[config.mk]
export PLATFORM = sky130hd
export DESIGN_NAME = apb_reg_slave
export DESIGN_NICKNAME = d
export VERILOG_FILES = /design/src/rtl/apb_reg_slave.sv
export SDC_FILE = /design/constraint.sdc
export NUM_CORES = 1
export LEC_CHECK = 0
export CAP_MARGIN = 40
export CORE_ASPECT_RATIO = 0.7
export CORE_MARGIN = 4
export CORE_UTILIZATION = 40
export CTS_CLUSTER_SIZE = 8
export DETAILED_ROUTE_END_ITERATION = 8
export SYNTH_ARGS = -nofsm -noshare
export SYNTH_HDL_FRONTEND = slang
export SYNTH_SLANG_ARGS = --single-unit
[constraint.sdc]
create_clock -name HCLK -period 4.1 [get_ports HCLK]
set_input_delay 0.82 -clock HCLK [delete_from_list [all_inputs] [get_ports HCLK]]
set_output_delay 0.82 -clock HCLK [all_outputs]
set_load 0.005 [all_outputs]
[src/rtl/apb_reg_slave.sv]
// -----------------------------------------------------------------------------
// apb_reg_slave
//
// APB completer that terminates transfers from the AHB-to-APB bridge into a
// small word-addressed register bank. It inserts a programmable number of wait
// states before PREADY and can flag bad accesses through PSLVERR.
//
// Register map (byte address, only PADDR[11:0] decoded, word aligned):
//   idx 0 .. NUM_REGS-2 : read/write, reset to RESET_VAL
//   idx NUM_REGS-1      : read-only count of completed good writes (wraps)
//
// Parameters:
//   NUM_REGS    - number of 32-bit registers, 2..1024
//   WAIT_STATES - extra ACCESS cycles before PREADY rises, 0..15
//   RESET_VAL   - reset value of every read/write register
//
// Optional feature macro: APB_REG_SLAVE_SLVERR_EN
//   defined   : PSLVERR=1 with PREADY on a bad access, bad reads return 0
//   undefined : PSLVERR tied low, bad writes dropped, bad reads return
//               32'hDEAD_BEEF
//
// Ports:
//   HCLK     in   APB clock
//   HRESET   in   synchronous reset, active high
//   PSEL     in   slave select
//   PENABLE  in   access phase indicator
//   PWRITE   in   1 = write, 0 = read
//   PADDR    in   byte address [31:0]
//   PWDATA   in   write data [31:0]
//   PRDATA   out  read data, valid while PREADY=1 on a read
//   PREADY   out  transfer completion (one cycle)
//   PSLVERR  out  error response, valid while PREADY=1
// -----------------------------------------------------------------------------
module apb_reg_slave #(
    parameter int          NUM_REGS    = 8,
    parameter int          WAIT_STATES = 1,
    parameter logic [31:0] RESET_VAL   = 32'h0000_0000
) (
    input  logic        HCLK,
    input  logic        HRESET,
    input  logic        PSEL,
    input  logic        PENABLE,
    input  logic        PWRITE,
    input  logic [31:0] PADDR,
    input  logic [31:0] PWDATA,
    output logic [31:0] PRDATA,
    output logic        PREADY,
    output logic        PSLVERR
);

`ifdef APB_REG_SLAVE_SLVERR_EN
    localparam logic        SLVERR_EN   = 1'b1;
    localparam logic [31:0] BAD_RD_DATA = 32'h0000_0000;
`else
    localparam logic        SLVERR_EN   = 1'b0;
    localparam logic [31:0] BAD_RD_DATA = 32'hDEAD_BEEF;
`endif

    // Index of the read-only write counter
    localparam logic [9:0] CNT_IDX = 10'(NUM_REGS - 1);

    typedef enum logic [1:0] {
        ST_IDLE   = 2'd0,
        ST_ACCESS = 2'd1,
        ST_DONE   = 2'd2
    } state_t;

    state_t      r_state;
    logic [3:0]  r_wait;
    logic [9:0]  r_idx;
    logic        r_write;
    logic        r_bad;
    logic [31:0] r_wdata;
    logic [31:0] r_prdata;
    logic        r_pready;
    logic        r_pslverr;
    logic [31:0] r_regs [NUM_REGS-1];
    logic [31:0] r_wr_cnt;

    logic        w_setup;
    logic        w_setup_bad;
    logic        w_do_write;
    logic [31:0] w_rd_data;
    logic [31:0] w_resp_data;
    logic        w_unused_addr;

    // Upper address bits are outside the decoded window
    assign w_unused_addr = ^PADDR[31:12];

    assign w_setup = PSEL && !PENABLE;

    // Out-of-range index, misaligned address, or write to the counter
    assign w_setup_bad = ({1'b0, PADDR[11:2]} >= 11'(NUM_REGS)) ||
                         (PADDR[1:0] != 2'b00) ||
                         (PWRITE && (PADDR[11:2] == CNT_IDX));

    // Commit happens on the edge that leaves DONE
    assign w_do_write = (r_state == ST_DONE) && r_write && !r_bad;

    // Read mux over the latched index; the counter is the fall-through value
    always_comb begin
        w_rd_data = r_wr_cnt;
        for (int i = 0; i < NUM_REGS - 1; i++) begin
            w_rd_data = (r_idx == 10'(i)) ? r_regs[i] : w_rd_data;
        end
    end

    // Response data: writes return 0, bad reads return the configured pattern
    assign w_resp_data = r_write ? 32'h0000_0000 :
                         (r_bad  ? BAD_RD_DATA : w_rd_data);

    // Transfer FSM with registered PREADY/PRDATA/PSLVERR
    always_ff @(posedge HCLK) begin
        if (HRESET) begin
            r_state   <= ST_IDLE;
            r_wait    <= 4'd0;
            r_idx     <= 10'd0;
            r_write   <= 1'b0;
            r_bad     <= 1'b0;
            r_wdata   <= 32'h0000_0000;
            r_prdata  <= 32'h0000_0000;
            r_pready  <= 1'b0;
            r_pslverr <= 1'b0;
        end else begin
            case (r_state)
                ST_IDLE: begin
                    r_pready  <= 1'b0;
                    r_prdata  <= 32'h0000_0000;
                    r_pslverr <= 1'b0;
                    // PSEL with PENABLE already high is not a setup phase
                    if (w_setup) begin
                        r_idx   <= PADDR[11:2];
                        r_write <= PWRITE;
                        r_wdata <= PWDATA;
                        r_bad   <= w_setup_bad;
                        r_wait  <= 4'(WAIT_STATES);
                        r_state <= ST_ACCESS;
                    end else begin
                        r_state <= ST_IDLE;
                    end
                end
                ST_ACCESS: begin
                    if (!(PSEL && PENABLE)) begin
                        // Master abandoned the transfer
                        r_state <= ST_IDLE;
                    end else if (r_wait != 4'd0) begin
                        r_wait <= r_wait - 4'd1;
                    end else begin
                        // Response is captured here so it is valid with PREADY
                        r_pready  <= 1'b1;
                        r_prdata  <= w_resp_data;
                        r_pslverr <= SLVERR_EN & r_bad;
                        r_state   <= ST_DONE;
                    end
                end
                ST_DONE: begin
                    r_pready  <= 1'b0;
                    r_prdata  <= 32'h0000_0000;
                    r_pslverr <= 1'b0;
                    r_state   <= ST_IDLE;
                end
                default: begin
                    r_pready  <= 1'b0;
                    r_prdata  <= 32'h0000_0000;
                    r_pslverr <= 1'b0;
                    r_state   <= ST_IDLE;
                end
            endcase
        end
    end

    // Register bank and write-transfer counter
    always_ff @(posedge HCLK) begin
        if (HRESET) begin
            for (int i = 0; i < NUM_REGS - 1; i++) begin
                r_regs[i] <= RESET_VAL;
            end
            r_wr_cnt <= 32'h0000_0000;
        end else if (w_do_write) begin
            for (int i = 0; i < NUM_REGS - 1; i++) begin
                if (r_idx == 10'(i)) begin
                    r_regs[i] <= r_wdata;
                end else begin
                    r_regs[i] <= r_regs[i];
                end
            end
            r_wr_cnt <= r_wr_cnt + 32'd1;
        end else begin
            r_wr_cnt <= r_wr_cnt;
        end
    end

    assign PRDATA  = r_prdata;
    assign PREADY  = r_pready;
    assign PSLVERR = r_pslverr;

endmodule

After elaboration in Yosys (flattened, before gate mapping)
Memory sizes are Yosys's and may differ from the RTL's.
Cells that the tools add are included.
{"block": "op_classes", "bitwise": 16, "n_eq_ne": 13, "mux": 89, "reduce_logical": 18, "n_lt_le_gt_ge": 1, "addsub": 2}
{"op": "$mux 32", "count": 23}
{"op": "$mux 1", "count": 59}
{"op": "$eq 10x3->1 const B", "count": 4}
{"op": "$add 32x1->32 const B", "count": 1}
{"op": "$eq 10x2->1 const B", "count": 2}
{"op": "$or 1x1->1", "count": 14}
{"op": "$mux 4", "count": 3}
{"op": "$eq 10x1->1 const B", "count": 1}
{"op": "$ge 10x4->1 const B", "count": 1}
{"op": "$logic_not 10->1", "count": 1}
{"op": "$pmux 4 s2", "count": 1}
{"op": "$ne 2x2->1 const B", "count": 3}
{"op": "$logic_and 1x1->1", "count": 5}
{"op": "$mux 2", "count": 2}
{"op": "$pmux 2 s2", "count": 1}
{"op": "$reduce_and 2->1", "count": 2}
{"op": "$reduce_and 4->1", "count": 1}
{"op": "$reduce_bool 2->1", "count": 2}
{"op": "$reduce_bool 4->1", "count": 1}
{"op": "$sub 4x1->4 const B", "count": 1}
{"op": "$ne 3x3->1 const B", "count": 1}
{"op": "$eq 2x1->1 const B", "count": 1}
{"op": "$eq 2x2->1 const B", "count": 1}
{"op": "$logic_not 1->1", "count": 2}
{"op": "4 further kinds", "count": 6}
{"block": "word_totals", "mem_bits_rw": 224, "reg_bits": 115, "out_inout_bits": 34, "memories": 1, "elab_cells": 149}
{"name": "r_regs", "depth": 7, "width": 32, "rd": 7, "rd_ports_with_merged_regs": 0, "wr": 7, "line": "77", "text": "logic [31:0] r_regs [NUM_REGS-1];"}

Depth between registers and ports, before layout
Gate-level depths: netlist of the first run.
{"block": "logic_depth", "depth_word": 10, "depth_mapped": 7, "depth_no_buf": 7}

Least setup slack after synthesis of the first run
No wires, ideal clock.
{"block": "synth_timing", "path_type": "reg2reg", "from": "register r_idx[4]", "to": "memory r_regs[5][0], enable pin", "arrival_time_ns": 3.185, "path_stages_with_launch": 6, "t_required_ns": 3.672, "setup_time_ns": 0.428, "n_path_buf": 2, "path_slack_ns": 0.487, "path_cell_list": "dfxtp_1 -> or4_1 -> buf_4 -> or3_1 -> clkbuf_1 -> o21bai_1"}
{"item": "start: declaration", "line": "70", "text": "logic [9:0] r_idx;"}
{"item": "start signal: assignment", "line": "132", "text": "r_idx <= PADDR[11:2];"}
{"item": "end: declaration", "line": "77"}

==> results of run 1 <==
tightest hold or removal path, cell delays in order (launching register included):
cell and delay [ns]:
dfxtp_1 0.32, nor2_1 0.05, nor2_1 0.06
placed cells by master, fill, tap and decap left out, types with 25 or more instances in the layout:
cell type / n
and2_1: 174
a21o_1: 25
edfxtp_1: 224
buf_4: 47
clkbuf_16: 50
o21ai_0: 40
dfxtp_1: 114
clkdlybuf4s50_1: 80
a21oi_1: 88
nor2_1: 51
clkbuf_1: 37
nand2_1: 135
nor2b_1: 64
how the worst min path moves through the flow:
stage,cells past startpoint,from,to
2_1_floorplan,2,r_idx[8],r_idx[8]
3_3_place_gp,2,PREADY,PREADY
3_5_place_dp,2,PREADY,PREADY
4_1_cts,2,PREADY,PREADY
5_1_grt,2,r_idx[2],r_idx[2]
6_report,2,PREADY,PREADY
metrics by stage:
step,instance area [sq um],utilization
after floorplan,15000,-
after global placement,16500,0.453
after detailed placement,16500,0.453
after CTS,17900,0.492
after global routing,17900,0.492
final,17900,0.492
kinds of logic (layout without fill, tap and decap cells):
kind of cell               Yosys count  in the layout
other                                1              1
muxes                               10             10
xor gates and xnor gates            31             31
DFF                                339            339
AOI/OAI and AO/OA                  317            317
buffers and inverters              116            238
and+or+nand+nor                    531            531
adders and majority gates            3              3
metal layers:
| metal | part of all wire | wire length, microns |
|---|---|---|
| met5 | 0 | 0 |
| met4 | 0.017 | 721 |
| met3 | 0.064 | 2730 |
| met2 | 0.44 | 18900 |
| met1 | 0.48 | 20500 |
power by group:
part / internal, W / leakage (nW) / switching [W]
Sequential: 0.00374 / 3.26 / 0.0000625
Combinational: 0.000204 / 2.40 / 0.000394
Clock: 0.00226 / 0.671 / 0.00144
Total: 0.00621 / 6.33 / 0.00190
area by class of cell:
class,count,area [sq um]
clock buffers,87,1390
clock inverters,2,21.3
fillers,3328,18500
inverters,16,60.1
multi-input cells,893,5550
flip-flops and latches,339,9030
well taps,480,601
repair buffers,133,1270
state kept, by name (all words and copies together) (netlist names):
| register | count |
|---|---|
| r_write | 1 |
| r_wr_cnt | 32 |
| r_wdata | 32 |
| r_regs | 224 |
| r_wait | 4 |
| r_bad | 1 |
| r_idx | 10 |
| PRDATA | 32 |
| PREADY | 1 |
| r_state | 2 |
==> metrics.yaml, run 1 <==
finalSetupViolations: 0
grt_overflow: 0
synthTopCellsByArea: "edfxtp_1 45%, dfxtp_1 15%, and2_1 7.3%, nand2_1 3.4%, a21oi_1 2.9%"
critPathMaxFanout: 19
synth_top_family_by_area: "simple AND/OR/NAND/NOR gates"
hold_viol: 0
gp_congestion: 0.847
synth_mux_area_frac: 0.00736
slowest_delay_ns: 0.80
finalSetupTns_ns: 0
drc: 0
yosysTopAreaCell: "edfxtp_1"
start_util: 0.411
ir_drop_mv: 0.376
cp-startpoint: "r_idx[6]"
die_w_microns: 239
hold_class: "reg2reg"
clock_latency_ns: 0.56
totalWireLength_microns: 42800
io_pins: 103
cts_sinks: 339
grt_max_degree: 161
crit_type: "reg2reg"
synth_most_common_cell: "edfxtp_1"
critical_path_depth: 5
reg2regPathDepth: 5
cpMostUsedCell: "buf_4"
cts_setup_buffers: 0
cts_buffers: 48
cts-root-buf: "clkbuf_16"
arrival_ns: 3.10
ys_types: 59
postCtsResizedCells: 0
grt_pass1_vias: 10700
fmax_mhz: 346
grt_usage: 0.211
synth-simple-area-share: 0.194
period_minus_slack_ns: 2.89
crit_buf_inv: 2
critPathCapture: "r_regs[0][20]"
syn_inst: 1348
cts_max_path_buffers: 3
finalPower_w: 0.00811
grtUsageMet1: 0.317
top_usage_layer: "met2"
rsz0062_at_grt: "no"
fin_skew_ns: 0.0195
die_h_microns: 170
synth_edf_count: 224
drt_iter0_drc: 1140
holdWs_ns: 0.466
wire_per_inst_microns: 22.0
r2r_end: "r_regs[0][20]"
max-slew-margin-rel: 0.383
use_met3: 0.0368
ant_nets: 0
synth-compound-area-share: 0.143
final_layout_size_suffix_gt1_frac: 0.0946
p_leak_nw: 6.33
synth_area_sq_um: 15000
post-place-cells: 1861
path_clk_slew_ns: 0.05
vias: 10800
startpoint_type: "flip-flop"
diodes: 0
met2_usage: 0.320
critPathSlowestCell: "or4_1"
worstMarginPinSlew_ns: 0.912
coreArea_sq_um: 36400
ys_async_sr_fraction: 0
cts-htree-levels: 2
cts_tree: "done"
synth_fa_ha_area_frac: 0.00251
drtPass1Iterations: 5
r2r_slack_ns: 1.21
crit_family: "simple AND/OR/NAND/NOR gates"
avgViaCountPerCell: 5.55
synth_commonest_cells: "224 x edfxtp_1, 174 x and2_1, 135 x nand2_1"
synth_top_area_frac: 0.449
grt_pass1_wl_microns: 65700
path_cells: "or4_1 > nor3_4 > buf_4 > a21o_1 > buf_4"
reg2reg_from: "r_idx[6]"
maxCapViolations: 0
period_share: 0.705
finalNonFillerCells: 1950
yosysSeqAreaShare: 0.603
dieArea_sq_um: 40600
rows: 58
worstPathRequired_ns: 4.31
antenna_found_initial: 0
layout_setup_ws_ns: 1.21
synth_xor_area_frac: 0.0181
status: "completed"
io_buffers: 81
cts_hold_buf: 0
yosysWarnings: 0
synth_fp_nets: 1420
end_kind: "flip-flop"
areaGrowthSynthToFinish_pct: 19.8
ys_ff_latch: 339
synth-main-ff-cell: "edfxtp_1"
hpwl_microns: 26600
power_density_nw_per_um2: 452
final_max_slew_viol_count: 0
finalNetCount: 1503
place_worst_setup_slack_ns: 1.26
avgSynthCellArea_sq_um: 11.1
(Power assumes the default switching activity.)
==> run 2: changes to the inputs <==
Clock period 4.1 ns to 2.8 ns, I/O delays scaled along.
==> metrics.yaml, run 2 (synthesis results as in run 1) <==
status: "completed"
fin_skew_ns: 0.0147  # -0.00480 ns
wire_per_inst_microns: 22.3  # +1.4%
avgViaCountPerCell: 5.56  # +0.16%
worstPathRequired_ns: 3.00  # -1.31 ns
diodes: 0  # unchanged
crit_family: "simple AND/OR/NAND/NOR gates"
period_share: 0.897  # +0.192
grt_pass1_wl_microns: 66600  # +1.4%
worstMarginPinSlew_ns: 0.641  # -0.271 ns
fin_util: 0.496  # +0.00419
ir_drop_mv: 0.386  # +2.7%
cts_setup_buffers: 0  # unchanged
drc: 0  # unchanged
layout_commonest_cell: "edfxtp_1"
cts_sinks: 339  # unchanged
post-place-cells: 1876  # +0.81%
hold_class: "reg2reg"
cts_buffers: 48  # unchanged
die_h_microns: 170  # unchanged
finalNonFillerCells: 1964  # +0.72%
finalNetCount: 1518  # +1.0%
maxCapViolations: 0  # unchanged
totalWireLength_microns: 43800  # +2.2%
postCtsResizedCells: 0  # unchanged
cts_max_path_buffers: 3  # unchanged
io_pins: 103  # unchanged
grt_max_degree: 123  # -24%
path_cells: "or4_1 > nor2_2 > nand2_1 > o21bai_4 > buf_4"
final_cell_mix: "224 x edfxtp_1, 174 x and2_1, 135 x nand2_1, 113 x dfxtp_1, 88 x a21oi_1"
power_density_nw_per_um2: 658  # +45%
hold_viol: 0  # unchanged
clock_latency_ns: 0.55  # about the same
critPathSlowestCell: "or4_1"
antenna_found_initial: 0  # unchanged
arrival_ns: 2.71  # -0.39 ns
vias: 10900  # +0.88%
fmax_mhz: 398  # +15%
gp_congestion: 0.831  # -1.9%
hpwl_microns: 26700  # about the same
r2r_slack_ns: 0.29  # -0.92 ns
slowest_delay_ns: 0.81  # about the same
cts_hold_buf: 0  # unchanged
grt_pass1_vias: 10500  # -1.9%
path_clk_slew_ns: 0.06  # about the same
holdWs_ns: 0.471  # +0.00504 ns
coreArea_sq_um: 36400  # unchanged
regMostFlops: "r_regs"
cts_tree: "done"
drtPass1Iterations: 6  # +1
grt_overflow: 0  # unchanged
critPathMaxFanout: 18  # -1
final_layout_size_suffix_gt1_frac: 0.104  # +0.00922
grt_usage: 0.214  # +0.00324
areaGrowthSynthToFinish_pct: 20.8
largest_reg_flops: 224  # unchanged
die_w_microns: 239  # unchanged
cts-htree-levels: 2  # unchanged
cts-root-buf: "clkbuf_16"
end_kind: "flip-flop"
p_leak_nw: 6.42  # +1.4%
start_util: 0.411  # unchanged
final_max_slew_viol_count: 0  # unchanged
crit_type: "reg2reg"
ant_nets: 0  # unchanged
io_buffers: 81  # unchanged
dieArea_sq_um: 40600  # unchanged
max-slew-margin-rel: 0.573  # +0.189
startpoint_type: "flip-flop"
rsz0062_at_grt: "no"
crit_buf_inv: 1  # -1
period_minus_slack_ns: 2.51  # -0.380 ns
rows: 58  # unchanged
finalSetupViolations: 0  # unchanged
drt_iter0_drc: 1029  # -9.7%
## run 2: per-stage QoR
stage	total power [W]	area [sq um]	worst slack, ns	setup TNS [ns]
2_1_floorplan	0.00611	15000	-0.573	-54.58
3_3_place_gp	0.00658	16700	0.270	0
3_5_place_dp	0.00659	16700	0.333	0
4_1_cts	0.0120	18100	0.301	0
5_1_grt	0.0123	18100	0.187	0
6_report	0.0119	18100	0.289	0
## run 2: area by class of cell
class / count / area, sq um
Inverter: 16 / 60.1
Fill cell: 3278 / 18400
Timing Repair Buffer: 148 / 1440
Multi-Input combinational cell: 893 / 5550
Tap cell: 480 / 601
Sequential cell: 339 / 9030
Clock inverter: 2 / 26.3
Clock buffer: 86 / 1370
## run 2: worst paths after layout
kind / startpoint / cells past startpoint / to
worst max register to register: r_idx[6] / 5 / r_regs[2][17]
worst min-delay path: PREADY / 2 / PREADY
worst min register to register: PREADY / 2 / PREADY
worst max-delay path: r_idx[6] / 5 / r_regs[2][17]
## run 2: layer usage
layer  share of wire  GRT usage  vias to the layer above  wire length (microns)
met4           0.014     0.0426                        0                    628
met3           0.071     0.0395                       52                   3100
met5               0          0                        -                      0
li1                -          -                     5131                      -
met2            0.43      0.319                      367                  18900
met1            0.48      0.329                     5377                  21100
## run 2: where the power goes
group / switching (W) / total [W] / leakage, nW / internal [W]
clock: 0.00212 / 0.00539 / 0.662 / 0.00327
sequential: 0.0000892 / 0.00556 / 3.26 / 0.00547
combinational: 0.000612 / 0.000933 / 2.50 / 0.000321
## run 2: worst reg2reg max path, cell delays in order (launching register included)
cell	delay [ns]
dfxtp_1	0.34
or4_1	0.81
nor2_2	0.23
nand2_1	0.20
o21bai_4	0.20
buf_4	0.37
